### config.mk
export PLATFORM = sky130hd
export DESIGN_NAME = regfile_write_arbiter
export DESIGN_NICKNAME = d
export VERILOG_FILES = /design/src/rtl/regfile_write_arbiter_pkg.sv /design/src/rtl/regfile_write_arbiter_scoreboard.sv /design/src/rtl/regfile_write_arbiter.sv
export SDC_FILE = /design/constraint.sdc
export NUM_CORES = 1
export LEC_CHECK = 0
export CORE_MARGIN = 4
export CORE_UTILIZATION = 44
export DETAILED_ROUTE_END_ITERATION = 12
export PLACE_DENSITY = 0.85
export SYNTH_ARGS = -nofsm -noshare
export SYNTH_HDL_FRONTEND = slang
export SYNTH_SLANG_ARGS = --single-unit
### constraint.sdc
create_clock -name clk -period 4.9 [get_ports clk]
set_clock_uncertainty 0.1 [all_clocks]
set_input_delay 0.735 -clock clk [delete_from_list [all_inputs] [get_ports clk]]
set_output_delay 0.735 -clock clk [all_outputs]
set_load 0.01 [all_outputs]
### src/rtl/regfile_write_arbiter_pkg.sv
// regfile_write_arbiter_pkg: shared sizes and requester IDs for the write arbiter.
package regfile_write_arbiter_pkg;
   localparam int RF_WORD_SIZE = 16;
   localparam int RF_NUM_REGS = 4;
   localparam int RF_IDX_W = 2;
   localparam logic [1:0] CNT_MAX = 2'd3;
   typedef enum logic {REQ_A = 1'b0, REQ_B = 1'b1} req_id_t;
endpackage

### src/rtl/regfile_write_arbiter_scoreboard.sv
// reg_scoreboard: per-register saturating pending-write counters with sticky error.
module reg_scoreboard
   import regfile_write_arbiter_pkg::*;
#(
   parameter int NUM_REGS = RF_NUM_REGS
) (
   input  logic                clk,
   input  logic                reset_n,
   input  logic                issue_valid,
   input  logic [RF_IDX_W-1:0] issue_reg,
   input  logic                commit_valid,
   input  logic [RF_IDX_W-1:0] commit_reg,
   output logic [NUM_REGS-1:0] busy,
   output logic                sb_error
);
   logic [NUM_REGS-1:0] w_over;
   logic [NUM_REGS-1:0] w_under;
   logic                r_err;
   for (genvar i = 0; i < NUM_REGS; i++) begin : g_cnt
      logic       w_inc;
      logic       w_dec;
      logic [1:0] r_cnt;
      assign w_inc = issue_valid && issue_reg == RF_IDX_W'(i);
      assign w_dec = commit_valid && commit_reg == RF_IDX_W'(i);
      assign w_over[i] = w_inc && !w_dec && r_cnt == CNT_MAX;
      assign w_under[i] = w_dec && !w_inc && r_cnt == 2'd0;
      assign busy[i] = r_cnt != 2'd0;
      // count up on issue, down on commit; simultaneous issue and commit cancel
      always_ff @(posedge clk or negedge reset_n) begin
         if (!reset_n) r_cnt <= 2'd0;
         else if (w_inc && !w_dec && !w_over[i]) r_cnt <= r_cnt + 2'd1;
         else if (w_dec && !w_inc && !w_under[i]) r_cnt <= r_cnt - 2'd1;
      end
   end
   // any overflow or underflow latches the error until reset
   always_ff @(posedge clk or negedge reset_n) begin
      if (!reset_n) r_err <= 1'b0;
      else if (|w_over || |w_under) r_err <= 1'b1;
   end
   assign sb_error = r_err;
endmodule

### src/rtl/regfile_write_arbiter.sv
// regfile_write_arbiter: two-requester round-robin write-port arbiter with pending-write scoreboard.
module regfile_write_arbiter
   import regfile_write_arbiter_pkg::*;
#(
   parameter int WORD_SIZE = RF_WORD_SIZE,
   parameter int NUM_REGS = RF_NUM_REGS
) (
   input  logic                 clk,
   input  logic                 reset_n,
   input  logic                 a_valid,
   input  logic [RF_IDX_W-1:0]  a_reg,
   input  logic [WORD_SIZE-1:0] a_data,
   output logic                 a_ready,
   input  logic                 b_valid,
   input  logic [RF_IDX_W-1:0]  b_reg,
   input  logic [WORD_SIZE-1:0] b_data,
   output logic                 b_ready,
   output logic                 rf_reg_write,
   output logic [RF_IDX_W-1:0]  rf_write_reg,
   output logic [WORD_SIZE-1:0] rf_write_data,
   input  logic                 issue_valid,
   input  logic [RF_IDX_W-1:0]  issue_reg,
   input  logic [RF_IDX_W-1:0]  rd1,
   input  logic [RF_IDX_W-1:0]  rd2,
   output logic                 hazard1,
   output logic                 hazard2,
   output logic [NUM_REGS-1:0]  busy,
   output logic                 sb_error
);
   req_id_t              r_last_grant;
   logic                 r_we;
   logic [RF_IDX_W-1:0]  r_reg;
   logic [WORD_SIZE-1:0] r_data;
   logic                 w_a_xfer;
   logic                 w_b_xfer;
   assign a_ready = reset_n && a_valid && (!b_valid || r_last_grant == REQ_B);
   assign b_ready = reset_n && b_valid && (!a_valid || r_last_grant == REQ_A);
   assign w_a_xfer = a_valid && a_ready;
   assign w_b_xfer = b_valid && b_ready;
   // remember who transferred last so the other side wins the next conflict
   always_ff @(posedge clk or negedge reset_n) begin
      if (!reset_n) r_last_grant <= REQ_B;
      else if (w_a_xfer) r_last_grant <= REQ_A;
      else if (w_b_xfer) r_last_grant <= REQ_B;
   end
   // register the accepted request onto the write port; reg/data hold when idle
   always_ff @(posedge clk or negedge reset_n) begin
      if (!reset_n) begin
         r_we <= 1'b0;
         r_reg <= '0;
         r_data <= '0;
      end else begin
         r_we <= w_a_xfer || w_b_xfer;
         if (w_a_xfer) begin
            r_reg <= a_reg;
            r_data <= a_data;
         end else if (w_b_xfer) begin
            r_reg <= b_reg;
            r_data <= b_data;
         end
      end
   end
   assign rf_reg_write = r_we;
   assign rf_write_reg = r_reg;
   assign rf_write_data = r_data;
   reg_scoreboard #(.NUM_REGS(NUM_REGS)) u_sb (
      .clk          (clk),
      .reset_n      (reset_n),
      .issue_valid  (issue_valid),
      .issue_reg    (issue_reg),
      .commit_valid (r_we),
      .commit_reg   (r_reg),
      .busy         (busy),
      .sb_error     (sb_error)
   );
   assign hazard1 = busy[rd1];
   assign hazard2 = busy[rd2];
endmodule

==> results of run 1 <==
## path summary, 6_finish.rpt
path / from / to / cells past startpoint
setup / recovery: reset_n / a_ready / 6
hold / removal: rf_write_data[7]$_DFFE_PN0P_ / rf_write_data[7]$_DFFE_PN0P_ / 2
setup reg to reg: rf_write_reg[1]$_DFFE_PN0P_ / u_sb.sb_error$_DFFE_PN0P_ / 4
hold reg to reg: rf_write_data[7]$_DFFE_PN0P_ / rf_write_data[7]$_DFFE_PN0P_ / 2
max in group asynchronous: reset_n / r_last_grant$_DFFE_PN1P_ / 2
min in group asynchronous: reset_n / rf_write_data[4]$_DFFE_PN0P_ / 2
## worst max-delay path: stages
cell and delay [ps]:
clkdlybuf4s50_1 450, buf_4 350, nand2_1 170, a21oi_2 150, buf_4 320, clkdlybuf4s50_1 610
## area by class of cell
| type | instances | area [µm²] |
|---|---|---|
| Fill cell | 269 | 977 |
| Multi-Input combinational cell | 123 | 813 |
| Timing Repair Buffer | 76 | 756 |
| Sequential cell | 29 | 727 |
| Clock buffer | 7 | 65.1 |
| Tap cell | 46 | 57.6 |
| Inverter | 4 | 15.0 |
| Clock inverter | 1 | 5.00 |
## stage by stage
step                      util [%]  total power [µW]
after floorplan                  -               437
after global placement        69.3               567
after detailed placement      69.3               576
after CTS                     71.4               740
after global routing          71.4               781
final                         71.4               730
## cell families after synthesis
| logic type | after synthesis | synth area share [%] |
|---|---|---|
| compound gates | 42 | 14.8 |
| flops | 29 | 45.9 |
| mux | 22 | 15.6 |
| buf+inv | 10 | 3.16 |
| simple gates | 59 | 20.6 |
## per-layer routing
metal  part of all wire (%)  up-vias
met5                      0        -
met2                     45       66
met1                     39      659
met4                    1.3        0
met3                     14        7
li1                       -      735
## layout by cell type, fill, tap and decap left out, types with 2 or more instances in the layout
cell type	n
a21oi_1	4
a31oi_1	2
and3b_1	2
and3b_2	3
buf_4	2
clkbuf_4	5
clkbuf_8	2
clkdlybuf4s50_1	74
dfrtp_1	28
inv_1	4
mux2i_1	19
mux4_2	2
nand2_1	28
nand3_1	3
nand3b_1	3
nor2_1	6
nor3_1	2
o211ai_1	2
o21ai_0	25
o22ai_1	2
or2_2	4
## power by group
group	switching, µW	leakage, µW	internal, µW	total, µW
registers	39.5	0.000339	281	321
logic	101	0.000625	147	248
clock network	78.3	0.0000413	83.0	161
==> results.yml, run 1 <==
run_status:
  status: "complete, no violations"
final_layout:
  final_cells: 286
  layout.nets: 286
  antenna_cells: 0
  largest_reg_flops: 16
  syn2layout_area_growth_pct: 54.1
  stdcell_area_um2: 2440
  drive_above_1_share_pct: 11.7
critical_path:
  reg2reg_slack_ps: 3120
  cp_max_fo: 32
  cp.arrival_ps: 2790
  worstSetupPathType: "in -> out"
  start_kind: "input port"
  end_kind: "output pin"
  required_ps: 4070
global_routing:
  grt_pass1_vias: 1462
  use_met3_pct: 10.8
  overflow: 0
  grt-busiest-layer: "met2"
  grt_pass1_wl_mm: 6.25
  grt_max_degree: 38
  antenna_found_initial: 0
  met2_usage_pct: 29.2
  grt_usage_pct: 18.7
  use_met1_pct: 21.0
placement:
  dp_hpwl_mm: 3.10
  gp_congestion: 0.778
  numPortBuffers: 74
  placed_area_um2: 2370
  dp_worst_setup_slack_ps: 1240
  dp.cells: 278
synthesis:
  synth_ff_type: "dfrtp_1"
  synth-edff-count: 0
  synthCells: 162
  ys.warnings.count: 0
  synthArstFlopShare_pct: 100
  synth_area_leaders: "dfrtp_1 44%, mux2i_1 12%, o21ai_0 7.9%, nand2_1 6.6%, mux4_2 2.8%"
  yosys-top-cells-count: "28 x dfrtp_1, 28 x nand2_1, 25 x o21ai_0, 19 x mux2i_1, 6 x nor2_1"
  netlist-cell-type-count: 37
  synth_area_per_cell_um2: 9.77
  syn_nets: 209
  ys_seq_elements: 29
  syn-cell-area_um2: 1580
  synth_top_area_share_pct: 44.3
  yosysSeqAreaShare_pct: 45.9
  yosys.area.top_type: "dfrtp_1"
clocking:
  clk_pin_slew_ps: 90
  cts_buffers: 5
  cts_buffer_depth: 2
  cts-root-buf: "clkbuf_4"
  holdBufCountCts: 0
  post-cts-setup-buffers: 0
  clock-sinks: 29
  worst_skew_pair.late_latency_ps: 320
  ctsResizeCount: 0
  cts_htree_levels: 2
  tritoncts: "done"
timing:
  hold_viol: 0
  fmax_mhz: 276
  period_share_pct: 74.0
  worst_pin_slew_ps: 1160
  slew_violations: 0
  slew_headroom_pct: 22.5
  fin_hold_ws_ps: 388
  setup_ws_ps: 1270
  rsz0062_at_grt: "no"
  period_needed_ps: 3630
  tns_ps: 0
  setup_viol: 0
detailed_routing:
  vias: 1467
  drt.antenna.violating_nets: 0
  avgRoutedWirePerCell_um: 13.8
  wl_mm: 3.95
  via_per_inst: 5.13
  drt_pre_antenna_iters: 4
  dr.first_iter.drc_count: 53
  drc: 0
die:
  dieArea_um2: 4620
  die_h_um: 68.0
  fp-row-count: 21
  fp.coreArea_um2: 3420
  die_x_um: 68.0
  initial_core_util_pct: 46.3
  ios: 75
pwr:
  p_leak_uw: 0.00101
  power-per-cell-area_nw_per_um2: 300
  ir_worst_vdd_uv: 217
flow_run:
  cap_violations: 0
hold_path:
  hp-class: "reg -> reg"
(Power assumes the default switching activity.)
==> run 2: changes to the inputs <==
--- a/config.mk
+++ b/config.mk
@@ -6,9 +6,9 @@
 export NUM_CORES = 1
 export LEC_CHECK = 0
 export CORE_MARGIN = 4
-export CORE_UTILIZATION = 44
+export CORE_UTILIZATION = 41
 export DETAILED_ROUTE_END_ITERATION = 12
-export PLACE_DENSITY = 0.85
+export PLACE_DENSITY = 0.8
 export SYNTH_ARGS = -nofsm -noshare
 export SYNTH_HDL_FRONTEND = slang
 export SYNTH_SLANG_ARGS = --single-unit
==> constraint.sdc (replaced) <==
create_clock -name clk -period 3.8 [get_ports clk]
set_clock_uncertainty 0.1 [all_clocks]
set_input_delay 0.57 -clock clk [delete_from_list [all_inputs] [get_ports clk]]
set_output_delay 0.57 -clock clk [all_outputs]
set_load 0.01 [all_outputs]
==> run 2 against run 1 <==
Hold slack lost 14 ps. Setup slack worse by 220 ps. Count of clock-buffer cells in the layout grew 1. Wire length decreased by 3.7%. Sequential cell count unchanged. Via count down 1.1%. Combinational power rose by 27%. Global-route usage shrank 2.0 points. First-iteration DRC count rose by 17%. Sequential share of layout area shrank 0.15 points. Largest power group unchanged.
==> results.yml, run 2 (same netlist as run 1, synthesis figures left out) <==
run_status:
  status: "complete, no violations"
timing:
  setup_viol: 0
  period_share_pct: 72.3
  fin_hold_ws_ps: 375
  slew_headroom_pct: 22.2
  worst_pin_slew_ps: 1170
  tns_ps: 0
  fmax_mhz: 364
  rsz0062_at_grt: "no"
  period_needed_ps: 2750
  hold_viol: 0
  slew_violations: 0
clocking:
  clock-sinks: 29
  cts_htree_levels: 2
  holdBufCountCts: 0
  cts-root-buf: "clkbuf_8"
  cts_buffer_depth: 2
  cts_buffers: 5
  tritoncts: "done"
  worst_skew_pair.late_latency_ps: 270
  ctsResizeCount: 0
  clk_pin_slew_ps: 60
  post-cts-setup-buffers: 0
detailed_routing:
  drt_pre_antenna_iters: 4
  drc: 0
  via_per_inst: 5.04
  avgRoutedWirePerCell_um: 13.2
  dr.first_iter.drc_count: 62
  wl_mm: 3.80
  drt.antenna.violating_nets: 0
  vias: 1451
global_routing:
  antenna_found_initial: 0
  grt_max_degree: 38
  grt_pass1_wl_mm: 6.38
  overflow: 0
  grt_usage_pct: 16.7
  grt_pass1_vias: 1411
critical_path:
  cp_common_cell: "clkdlybuf4s50_1"
  cp.arrival_ps: 2080
  cp_slowest_stage_delay_ps: 620
  cp_max_fo: 7
  path_buf_inv: 2
  worstSetupPathType: "in -> out"
  start_kind: "input port"
  end_kind: "output pin"
  required_ps: 3130
  critical_path.top_delay_family: "buffers and inverters"
  slowest_stage: "clkdlybuf4s50_1"
  crit_chain: "clkdlybuf4s50_1, nand2_1, a21oi_2, clkdlybuf4s50_1"
placement:
  gp_congestion: 0.773
  numPortBuffers: 74
  dp_hpwl_mm: 2.99
pwr:
  power-per-cell-area_nw_per_um2: 393
  p_leak_uw: 0.00100
  power.total_uw: 964
  ir_worst_vdd_uv: 263
final_layout:
  final_cell_mix: "74 x clkdlybuf4s50_1, 28 x nand2_1, 28 x dfrtp_1"
  drive_above_1_share_pct: 10.4
  antenna_cells: 0
  largest_reg_flops: 16
  layout.nets: 286
  syn2layout_area_growth_pct: 54.9
  layout_commonest_cell: "clkdlybuf4s50_1"
hold_path:
  hp-class: "reg -> reg"
die:
  fp.coreArea_um2: 3690
  die_x_um: 70.1
  ios: 75
  initial_core_util_pct: 42.9
  fp-row-count: 22
  dieArea_um2: 4920
  die_h_um: 70.1
flow_run:
  cap_violations: 0
[run 2: per-layer routing]
metal	up-vias	global-route usage (%)	wire length, µm
li1	733	-	-
met1	644	18.9	1500
met2	69	25.1	1660
met3	5	11.2	586
met4	0	6.17	53
met5	-	0	0
[run 2: worst paths after layout]
kind	to	startpoint	depth (start not counted)	slack [ps]
worst max-delay path	a_ready	reset_n	4	1050
worst min-delay path	rf_write_data[6]$_DFFE_PN0P_	rf_write_data[6]$_DFFE_PN0P_	2	370
worst max register to register	u_sb.sb_error$_DFFE_PN0P_	rf_write_reg[1]$_DFFE_PN0P_	4	2030
worst min register to register	rf_write_data[6]$_DFFE_PN0P_	rf_write_data[6]$_DFFE_PN0P_	2	370
max in group asynchronous	u_sb.g_cnt[3].r_cnt[0]$_DFFE_PN0P_	reset_n	2	2550
min in group asynchronous	rf_write_data[3]$_DFFE_PN0P_	reset_n	1	430
[run 2: tightest hold or removal path, delay by kind of cell, from the launching register on]
family           cells  cell delay (ps)
AO/OA/AOI/OAI        1               60
AND/OR/NAND/NOR      1               40
flip-flops           1              340
[run 2: power breakdown]
group | switching, µW | internal (µW)
sequential | 50.6 | 364
clock | 104 | 130
combinational | 126 | 189
[run 2: final cells by class]
| type | count | area [µm²] |
|---|---|---|
| timing repair buffer | 76 | 756 |
| clock buffer | 8 | 80.1 |
| multi-input combinational | 123 | 813 |
| fill | 319 | 1240 |
| inverter | 4 | 15.0 |
| sequential | 29 | 727 |
| tap | 48 | 60.1 |
[run 2: metrics by stage]
| stage | util [%] | cell area [µm²] | instances | setup slack (ps) |
|---|---|---|---|---|
| floorplan | - | 1580 | 162 | 1860 |
| global placement | 64.3 | 2370 | 280 | 1040 |
| detailed placement | 64.3 | 2370 | 280 | 1030 |
| CTS | 66.5 | 2450 | 288 | 1020 |
| global route | 66.5 | 2450 | 288 | 962 |
| finish | 66.5 | 2450 | 288 | 1050 |
==> run 3: changes to the inputs <==
==> constraint.sdc (replaced) <==
create_clock -name clk -period 2.6 [get_ports clk]
set_clock_uncertainty 0.1 [all_clocks]
set_input_delay 0.39 -clock clk [delete_from_list [all_inputs] [get_ports clk]]
set_output_delay 0.39 -clock clk [all_outputs]
set_load 0.01 [all_outputs]
==> run 3 against run 2 <==
Wire length grew 5.8%. Power is 49% higher. Combinational power increased by 48%. Sequential cell count did not move. Non-clock buffer count rose by 1. Sequential share of layout area decreased by 0.21 points. Core utilization increased by 0.47 points. Final area up 0.71%. Clock power rose by 56%. Via count is 2.2% higher. Critical path type is now reg -> out. Critical endpoint is now hazard2. Largest power group unchanged. Highest routed layer unchanged.
==> results.yml, run 3 (same netlist as run 1, synthesis figures left out) <==
final_layout:
  largest_reg_flops: 16
  layout_commonest_cell: "clkdlybuf4s50_1"
  antenna_cells: 0
  layout.nets: 287
  num-fill-cells: 315
  syn2layout_area_growth_pct: 56.0
  final_cell_mix: "74 x clkdlybuf4s50_1, 28 x nand2_1, 28 x dfrtp_1"
  drive_above_1_share_pct: 11.2
  multi_input_area_um2: 813
  ff_latch_area_um2: 727
global_routing:
  grt_max_degree: 38
  grt_pass1_vias: 1457
  grt-busiest-layer: "met2"
  use_met1_pct: 19.1
  met2_usage_pct: 25.5
  antenna_found_initial: 0
  grt_pass1_wl_mm: 6.52
  overflow: 0
  grt_usage_pct: 16.9
  use_met3_pct: 10.9
timing:
  hold_viol: 0
  tns_ps: 0
  fmax_mhz: 402
  worst_pin_slew_ps: 1180
  rsz0062_at_grt: "no"
  slew_headroom_pct: 21.2
  setup_viol: 0
  slew_violations: 0
  period_needed_ps: 2490
  period_share_pct: 95.6
critical_path:
  cp.arrival_ps: 2000
  required_ps: 2110
  critical_path.top_delay_family: "buffers and inverters"
  end_kind: "output pin"
  path_buf_inv: 1
  cp_max_fo: 6
  cp_slowest_stage_delay_ps: 490
  crit_chain: "or2_2, mux4_2, clkdlybuf4s50_1"
  slowest_stage: "clkdlybuf4s50_1"
  start_kind: "flip-flop"
  worstSetupPathType: "reg -> out"
clocking:
  clock-sinks: 29
  cts_htree_levels: 2
  ctsResizeCount: 0
  post-cts-setup-buffers: 0
  tritoncts: "done"
  cts_buffers: 5
  worst_skew_pair.late_latency_ps: 270
  cts-root-buf: "clkbuf_8"
  clk_pin_slew_ps: 60
  cts_buffer_depth: 2
  holdBufCountCts: 0
detailed_routing:
  vias: 1483
  drt_pre_antenna_iters: 4
  drt.antenna.violating_nets: 0
  drc: 0
  dr.first_iter.drc_count: 55
  avgRoutedWirePerCell_um: 13.9
  via_per_inst: 5.13
  wl_mm: 4.02
die:
  dieArea_um2: 4920
  ios: 75
  initial_core_util_pct: 42.9
  die_h_um: 70.1
  fp.coreArea_um2: 3690
  fp-row-count: 22
  die_x_um: 70.1
pwr:
  power.total_uw: 1440
  power-per-cell-area_nw_per_um2: 582
  ir_worst_vdd_uv: 305
  p_leak_uw: 0.00101
run_status:
  status: "complete, no violations"
placement:
  numPortBuffers: 74
  gp_congestion: 0.785
  dp_hpwl_mm: 3.19
flow_run:
  cap_violations: 0
hold_path:
  hp-class: "in -> async"
-- run 3: cell type report --
type	count	share of cell area, %
inverters	4	0.608
flip-flops and latches	29	29.4
multi-input cells	123	32.9
well taps	48	2.43
clock buffers	8	3.65
repair buffers	77	30.9
-- run 3: worst reg2reg max path, delay by kind of cell (launching register included) --
| kind | cells | cell delay (ps) |
|---|---|---|
| DFF | 1 | 470 |
| and+or+nand+nor | 3 | 1020 |
| AOI/OAI and AO/OA | 1 | 110 |
-- run 3: worst paths after layout --
| check | from | end | slack, ps | depth (start not counted) |
|---|---|---|---|---|
| worst max-delay path | u_sb.g_cnt[3].r_cnt[1]$_DFFE_PN0P_ | hazard2 | 110 | 3 |
| worst min-delay path | reset_n | rf_write_data[4]$_DFFE_PN0P_ | 370 | 2 |
| worst max register to register | rf_write_reg[1]$_DFFE_PN0P_ | u_sb.sb_error$_DFFE_PN0P_ | 770 | 4 |
| worst min register to register | rf_write_data[2]$_DFFE_PN0P_ | rf_write_data[2]$_DFFE_PN0P_ | 380 | 2 |
| max in group asynchronous | reset_n | rf_write_data[13]$_DFFE_PN0P_ | 1770 | 2 |
| min in group clk | rf_write_data[2]$_DFFE_PN0P_ | rf_write_data[2]$_DFFE_PN0P_ | 380 | 2 |
-- run 3: routing by layer --
layer  wire [µm]  up-vias
li1            -      736
met1        1640      679
met2        1780       64
met3         563        4
met4          44        0
met5           0        -
-- run 3: per-stage QoR --
step	hold WS (ps)	instance area, µm²	util (%)	setup WS, ps	cells
floorplan	-5.59	1580	-	845	162
global placement	360	2380	64.5	264	281
detailed placement	370	2380	64.5	256	281
CTS	360	2470	66.9	100	289
global route	385	2470	66.9	59.5	289
finish	365	2470	66.9	113	289
-- run 3: power breakdown --
part	internal, µW	switching, µW
clock network	215	149
registers	532	74.3
logic	278	189
